File: src/rtl/s1c88_fetch_unit.sv
// S1C88 instruction fetch front end: PC walk, opcode/extension/immediate assembly, valid/ready handoff.
// Optional code banking of the upper 32 KiB is compiled in with S1C88_FETCH_BANK_EN.
module s1c88_fetch_unit #(
   parameter int          ADDR_WIDTH    = 24,
   parameter int          MAX_IMM_BYTES = 2,
   parameter logic [15:0] RESET_PC      = 16'h0000,
   localparam int         IW            = $clog2(MAX_IMM_BYTES + 1)
) (
   input  logic                       clk,
   input  logic                       reset,
   input  logic                       pc_load,
   input  logic [15:0]                pc_load_value,
   input  logic [7:0]                 cb,
   output logic [ADDR_WIDTH-1:0]      mem_addr,
   output logic                       mem_read,
   input  logic                       mem_ready,
   input  logic [7:0]                 mem_data_in,
   output logic [7:0]                 dec_opcode,
   output logic [7:0]                 dec_opext,
   input  logic                       dec_need_opext,
   input  logic [IW-1:0]              dec_imm_bytes,
   output logic                       instr_valid,
   input  logic                       instr_ready,
   output logic [7:0]                 instr_opcode,
   output logic [7:0]                 instr_opext,
   output logic                       instr_has_opext,
   output logic [8*MAX_IMM_BYTES-1:0] instr_imm,
   output logic [IW-1:0]              instr_imm_bytes,
   output logic [15:0]                instr_pc,
   output logic [15:0]                pc
);

   // state  | meaning
   // IDLE   | first cycle after reset
   // OPCODE | fetching opcode byte
   // OPEXT  | fetching extension byte
   // IMM    | fetching immediate bytes
   // HOLD   | instruction offered to execute stage
   localparam logic [2:0] S_IDLE   = 3'd0;
   localparam logic [2:0] S_OPCODE = 3'd1;
   localparam logic [2:0] S_OPEXT  = 3'd2;
   localparam logic [2:0] S_IMM    = 3'd3;
   localparam logic [2:0] S_HOLD   = 3'd4;

   localparam logic [IW-1:0] IMM_MAX = IW'(MAX_IMM_BYTES);

   logic [2:0]                 state;
   logic [15:0]                pc_q;
   logic [7:0]                 opcode_q;
   logic [7:0]                 opext_q;
   logic                       has_opext_q;
   logic [8*MAX_IMM_BYTES-1:0] imm_q;
   logic [IW-1:0]              imm_cnt;
   logic [IW-1:0]              imm_total;
   logic [15:0]                instr_pc_q;
   logic [IW-1:0]              imm_clamped;
   logic [IW-1:0]              imm_cnt_next;

   assign imm_clamped  = (dec_imm_bytes > IMM_MAX) ? IMM_MAX : dec_imm_bytes;
   assign imm_cnt_next = imm_cnt + IW'(1);

   always_ff @(posedge clk) begin
      if (reset) begin
         state       <= S_IDLE;
         pc_q        <= RESET_PC;
         opcode_q    <= 8'h00;
         opext_q     <= 8'h00;
         has_opext_q <= 1'b0;
         imm_q       <= '0;
         imm_cnt     <= '0;
         imm_total   <= '0;
         instr_pc_q  <= 16'h0000;
      end else if (pc_load) begin
         // any byte arriving this cycle is dropped; an accepted HOLD simply ends here too
         state <= S_OPCODE;
         pc_q  <= pc_load_value;
      end else begin
         case (state)
            S_IDLE: state <= S_OPCODE;
            S_OPCODE: if (mem_ready) begin
               pc_q        <= pc_q + 16'd1;
               opcode_q    <= mem_data_in;
               instr_pc_q  <= pc_q;
               opext_q     <= 8'h00;
               has_opext_q <= 1'b0;
               imm_q       <= '0;
               imm_cnt     <= '0;
               if (dec_need_opext) begin
                  imm_total <= '0;
                  state     <= S_OPEXT;
               end else begin
                  imm_total <= imm_clamped;
                  state     <= (imm_clamped == '0) ? S_HOLD : S_IMM;
               end
            end
            S_OPEXT: if (mem_ready) begin
               pc_q        <= pc_q + 16'd1;
               opext_q     <= mem_data_in;
               has_opext_q <= 1'b1;
               imm_total   <= imm_clamped;
               state       <= (imm_clamped == '0) ? S_HOLD : S_IMM;
            end
            S_IMM: if (mem_ready) begin
               pc_q <= pc_q + 16'd1;
               for (int k = 0; k < MAX_IMM_BYTES; k++) begin
                  if (imm_cnt == IW'(k)) imm_q[8*k +: 8] <= mem_data_in;
               end
               imm_cnt <= imm_cnt_next;
               if (imm_cnt_next == imm_total) state <= S_HOLD;
            end
            S_HOLD: if (instr_ready) state <= S_OPCODE;
            default: state <= S_IDLE;
         endcase
      end
   end

   assign mem_read    = (state == S_OPCODE) || (state == S_OPEXT) || (state == S_IMM);
   assign instr_valid = (state == S_HOLD);

   assign dec_opcode = (state == S_OPCODE) ? mem_data_in : opcode_q;
   assign dec_opext  = (state == S_OPEXT)  ? mem_data_in : opext_q;

`ifdef S1C88_FETCH_BANK_EN
   assign mem_addr = pc_q[15] ? ADDR_WIDTH'({cb, pc_q[14:0]})
                              : ADDR_WIDTH'({8'h00, pc_q[14:0]});
`else
   logic unused_cb;
   assign unused_cb = ^cb;
   assign mem_addr  = ADDR_WIDTH'(pc_q);
`endif

   assign instr_opcode    = opcode_q;
   assign instr_opext     = opext_q;
   assign instr_has_opext = has_opext_q;
   assign instr_imm       = imm_q;
   assign instr_imm_bytes = imm_total;
   assign instr_pc        = instr_pc_q;
   assign pc              = pc_q;

endmodule

File: config.mk
export PLATFORM = sky130hd
export DESIGN_NAME = s1c88_fetch_unit
export DESIGN_NICKNAME = d
export VERILOG_FILES = /design/src/rtl/s1c88_fetch_unit.sv
export SDC_FILE = /design/constraint.sdc
export NUM_CORES = 1
export LEC_CHECK = 0
export ABC_CLOCK_PERIOD_IN_PS = 3000
export BUFFER_PORTS_ARGS = -buffer_cell sky130_fd_sc_hd__buf_2
export CAP_MARGIN = 20
export CORE_ASPECT_RATIO = 0.7
export CORE_UTILIZATION = 45
export DETAILED_ROUTE_END_ITERATION = 12
export PLACE_DENSITY_LB_ADDON = 0.12
export SYNTH_ARGS = -nofsm -noshare
export SYNTH_HDL_FRONTEND = slang
export SYNTH_SLANG_ARGS = --single-unit
File: constraint.sdc
create_clock -name clk -period 3 [get_ports clk]
set_clock_uncertainty 0.2 [all_clocks]
set_input_delay 0.45 -clock clk [delete_from_list [all_inputs] [get_ports clk]]
set_output_delay 0.45 -clock clk [all_outputs]
set_load 0.02 [all_outputs]
After elaboration in Yosys (flattened, before gate mapping) --
Index checks and enable logic that the tools add are counted.
Word-level totals: register bits after elaboration 72, input bits 40, output and inout port bits 109, logic and storage cells 85
Operators by class: $add $sub $neg 2, magnitude comparators 1, equality and inequality tests 18, muxes and demuxes 33, bitwise gates (word level) 1, reduce and logical (&&, ||, !) cells 19
Operator list (count):
- 16-bit 2-to-1 mux | 5
- 8-bit 2-to-1 mux | 6
- 16-bit one-hot mux with 2 select lines | 1
- 3-bit 2-to-1 mux | 7
- 5-bit AND reduction | 4
- 16-bit by 1-bit adder with 16-bit output (second input constant) | 1
- 8-bit one-hot mux with 2 select lines | 1
- 3-bit one-hot mux with 5 select lines | 1
- 2-bit 2-to-1 mux | 6
- 2-bit inequality test (second input constant) | 6
- 3-bit inequality test (second input constant) | 4
- 2-bit one-hot mux with 2 select lines | 2
- 4-bit AND reduction | 2
- 2-bit nonzero test | 4
- 3-bit by 2-bit equality test with 1-bit output (second input constant) | 2
- 2-bit logical NOT | 2
- 3-bit by 1-bit equality test with 1-bit output (second input constant) | 1
- 3-bit equality test (second input constant) | 1
- 3-bit logical NOT | 1
- 1-bit 2-to-1 mux | 3
- 3-bit by 2-bit inequality test with 1-bit output (second input constant) | 1
- 3-bit AND reduction | 1
- 3-bit OR reduction | 1
- 2-bit by 1-bit adder with 2-bit output (second input constant) | 1
- 9 further kinds | 10

Longest topological paths before layout --
word-level depth 8, gate-level depth with buffers 7, gate-level depth less buffers 6

Least setup slack after synthesis --
Ideal clock, no wire load.
path kind reg2reg, start register pc_q[7] (netlist: pc[7]), end register pc_q[14] (netlist: pc[14]), library setup time 91 ps, arrival time 1765 ps, required time 2709 ps, slack 944 ps, stages on the path, launching flop included 5, path buffers 0, period minus slack after synthesis 2056 ps, path through dfxtp_1 > nand4_2 > or4_4 > or3_1 > a311oi_1
On the way: word-level cells in the longest chain between the ends 4
RTL lines:
- start: declaration | RTL line 48 | logic [15:0] pc_q;
- start signal: assignment | RTL line 76 | pc_q <= pc_load_value;
- start signal: assignment | RTL line 81 | pc_q <= pc_q + 16'd1;
- start signal: assignment | RTL line 97 | pc_q <= pc_q + 16'd1;
- 16-bit by 1-bit adder with 16-bit output | RTL line 81, 97, 104
- 16-bit 2-to-1 mux | RTL line 80, 96, 103
- 16-bit 2-to-1 mux
- 16-bit 2-to-1 mux | RTL line 73 | end else if (pc_load) begin
Every way passes these cells. The select of a mux whose other input is x is not followed. A chain may end at the register's enable or synchronous reset.

Worst setup path in the final report --
start register state[1], end output port dec_opext[1]
On the way: word-level cells in the longest chain between the ends 2
RTL lines:
- start: declaration | RTL line 47 | logic [2:0] state;
- start signal: assignment | RTL line 93 | state <= (imm_clamped == '0) ? S_HOLD : S_IMM;
- start signal: assignment | RTL line 101 | state <= (imm_clamped == '0) ? S_HOLD : S_IMM;
- 3-bit by 2-bit equality test with 1-bit output | RTL line 121 | assign dec_opext = (state == S_OPEXT) ? mem_data_in : opext_q;
- 8-bit 2-to-1 mux | RTL line 121
- end: declaration | RTL line 19 | output logic [7:0] dec_opext,
Every way passes these cells.

==> metrics.md <==
| Metric | Value |
|---|---|
| Max-cap viol count | `0` |
| Comb power frac | `approximately 15%` |
| Final Cell Area | `0.004295 sq mm` |
| Final HPWL DP | `about 7000 um` |
| FP Rows | `26` |
| Max Fclk | `0.3870 GHz` |
| Worst EP required | `2.35 ns` |
| Period utilization | `approximately 86%` |
| Largest fanout on the critical path | `14` |
| Final hold vios | `0` |
| Share of flip-flops with an asynchronous set or reset | `0%` |
| Total CTS buffers | `9` |
| Clock sinks | `72` |
| ANT cells | `0` |
| Critical path class | `flip-flop to output pin` |
| Status | `finished, final reports clean` |
| Mapped Area | `0.003515 sq mm` |
| Post-CTS setup buffers | `0` |
| Leakage | `2.042 nW` |
| Min Tclk post-route | `2.584 ns` |
| Die height | `75.94 um` |
| Final Util | `57.91%` |
| Commonest cells post-synth | `72 x dfxtp_1, 56 x nand2_1, 48 x nor2_1` |
| Post-DP Area | `0.004084 sq mm` |
| Initial antenna violation count | `0` |
| # DRC | `0` |
| CTS Hold Bufs | `0` |
| PostCTS Resize Cnt | `0` |
| Int Pwr | `0.001520 W` |
| DRT iter0 DRCs | `154` |
| ANT nets after route | `0` |
| Worst VDD drop | `0.3042 mV` |
| Area leader, netlist | `dfxtp_1` |
| Setup TNS | `0 ns` |
| CP arrival | `roughly 1.9 ns` |
| RSZ-0062 raised after global routing | `false` |
| Fraction of layout cells with a size suffix above 1 | `about a third` |
| Sw Pwr | `0.0006547 W` |
| Min Hold Slack | `0.1692 ns` |
| Reg clk slew, reported paths | `0.08 ns` |
| Main area contributors after synthesis | `dfxtp_1 41%, nand2_1 6.0%, buf_4 5.1%` |
| Area delta synth->final | `22.21%` |
| Drt wl/cell | `15.01 um` |
| First-pass GRT wire length | `between 15000 and 20000 um` |
| Port bufs | `132` |
| Vias | `3207` |
| Register area share after synthesis | `41.01%` |
| Gpl congestion | `0.8464` |
| CTS Buffer Depth | `2` |
| First-pass iteration count of the detailed router | `4` |
| Wirelength, routed | `around 9400 um` |
| Sequential power share | `between 40% and 50%` |
| DIE AREA | `0.008173 sq mm` |
| CTS tree | `built` |
| Area share of the largest cell type after synthesis | `41.01%` |
| Max transition margin | `41.57%` |
| Tot GR Track Use | `23.57%` |
| Final setup viols | `0` |
| Post-synth EDFFs | `0` |
| H-tree lvl count | `3` |
| Worst min path class | `primary input to flip-flop` |
| Synth Flop Type | `dfxtp_1` |
| Core area | `0.007417 sq mm` |
| Pin count of the biggest net entering global routing | `45` |
| Worst setup EP type | `output pin` |
| Cell variety after synth | `52` |
| Chip width | `between 100 and 150 um` |
| Vias in the first global route | `2956` |
| Skew-Pair Late Insertion Delay | `0.35 ns` |
| Starting Density | `47.39%` |
| Max-slew violation count | `0` |
| Root buffer cell | `clkbuf_8` |
| Clock network power share | `37.5%` |
| Sw frac | `30.11%` |
| Worst slew pin tran | `0.8755 ns` |
| Flops & latches, synth | `72` |
| Mapped Cells | `415` |
| Final #Nets | `565` |
| Top Ports | `149` |
| Via/cell ratio | `5.131` |
| Synth warn | `0` |
| Syn_area_per_cell | `8.469 sq um` |
| CP startpoint kind | `flip-flop` |
| Power Density | `approximately 510 mW/mm^2` |
| Global route total overflow | `0` |
| Top-count cell post-synth | `dfxtp_1` |
per-layer routing:
layer	up-vias	share of wire [%]	track usage [%]
li1	1612	-	-
met1	1502	50	33.60
met2	88	42	33.85
met3	5	6.8	9.036
met4	0	0.52	4.110
met5	-	0	0
layout by cell type, fill, tap and decap left out, types with 5 or more instances in the layout:
master,instances
buf_2,132
dfxtp_1,72
nand2_1,56
nor2_1,48
a21oi_1,30
mux2i_1,17
mux2_2,16
and2_1,12
clkbuf_8,10
inv_1,9
o21ai_0,9
a22oi_1,8
a211oi_1,8
conb_1,8
nand3_1,7
buf_4,7
xnor2_1,6
a311oi_1,5
nor3_1,5
worst paths after layout:
kind	startpoint	endpoint	slack [ns]	cells after the start
worst max-delay path	state[1]$_SDFFE_PP0P_	dec_opext[1]	0.42	4
worst min-delay path	pc_load_value[6]	pc[6]$_SDFFE_PP0P_	0.17	3
worst max register to register	state[1]$_SDFFE_PP0P_	pc[11]$_SDFFE_PP0P_	0.67	5
worst min register to register	instr_pc[6]$_SDFFE_PP0P_	instr_pc[6]$_SDFFE_PP0P_	0.25	2
state kept, by name, summed over array words and instances (netlist names):
| name | cells |
|---|---|
| instr_pc | 16 |
| instr_imm | 16 |
| state | 3 |
| instr_has_opext | 1 |
| instr_opcode | 8 |
| instr_opext | 8 |
| instr_imm_bytes | 2 |
| imm_cnt | 2 |
| pc | 16 |
stage by stage:
step | instances | setup slack, ns | total power, W
final | 625 | 0.4159 | 0.002174
after global routing | 625 | 0.3023 | 0.002271
after CTS | 625 | 0.4146 | 0.002193
after detailed placement | 609 | 0.7067 | 0.001380
after global placement | 609 | 0.7584 | 0.001375
after floorplan | 422 | 0.9441 | 0.001284
cell type report:
type	count	area, sq um
timing repair buffer	139	713.2
clock inverter	6	73.82
tap	98	122.6
clock buffer	10	137.6
multi-input combinational	290	1769
inverter	10	37.54
fill	708	3122
sequential	72	1441
cell families after synthesis:
group                      Yosys count  synth area share (%)
and+or+nand+nor                    158                 21.25
AOI/OAI and AO/OA                   78                 14.42
DFF                                 72                 41.01
buffers and inverters               60                 9.683
muxes                               33                 9.968
xor gates and xnor gates            10                 2.492
adders and majority gates            3                 1.068
other                                1                0.1067
worst max-delay path: stages (launching register included):
cell and delay (ns):
dfxtp_1 0.61, nor3b_2 0.24, buf_4 0.23, mux2_2 0.35, buf_2 0.16
power groups by stage:
stage	combinational [W]	clock, W	sequential [W]
after floorplan	0.000220	0	0.00106
after global placement	0.000325	0	0.00105
after detailed placement	0.000328	0	0.00105
after CTS	0.000329	0.000835	0.00103
after global routing	0.000355	0.000880	0.00104
final	0.000328	0.000816	0.00103
(Power assumes the default switching activity.)
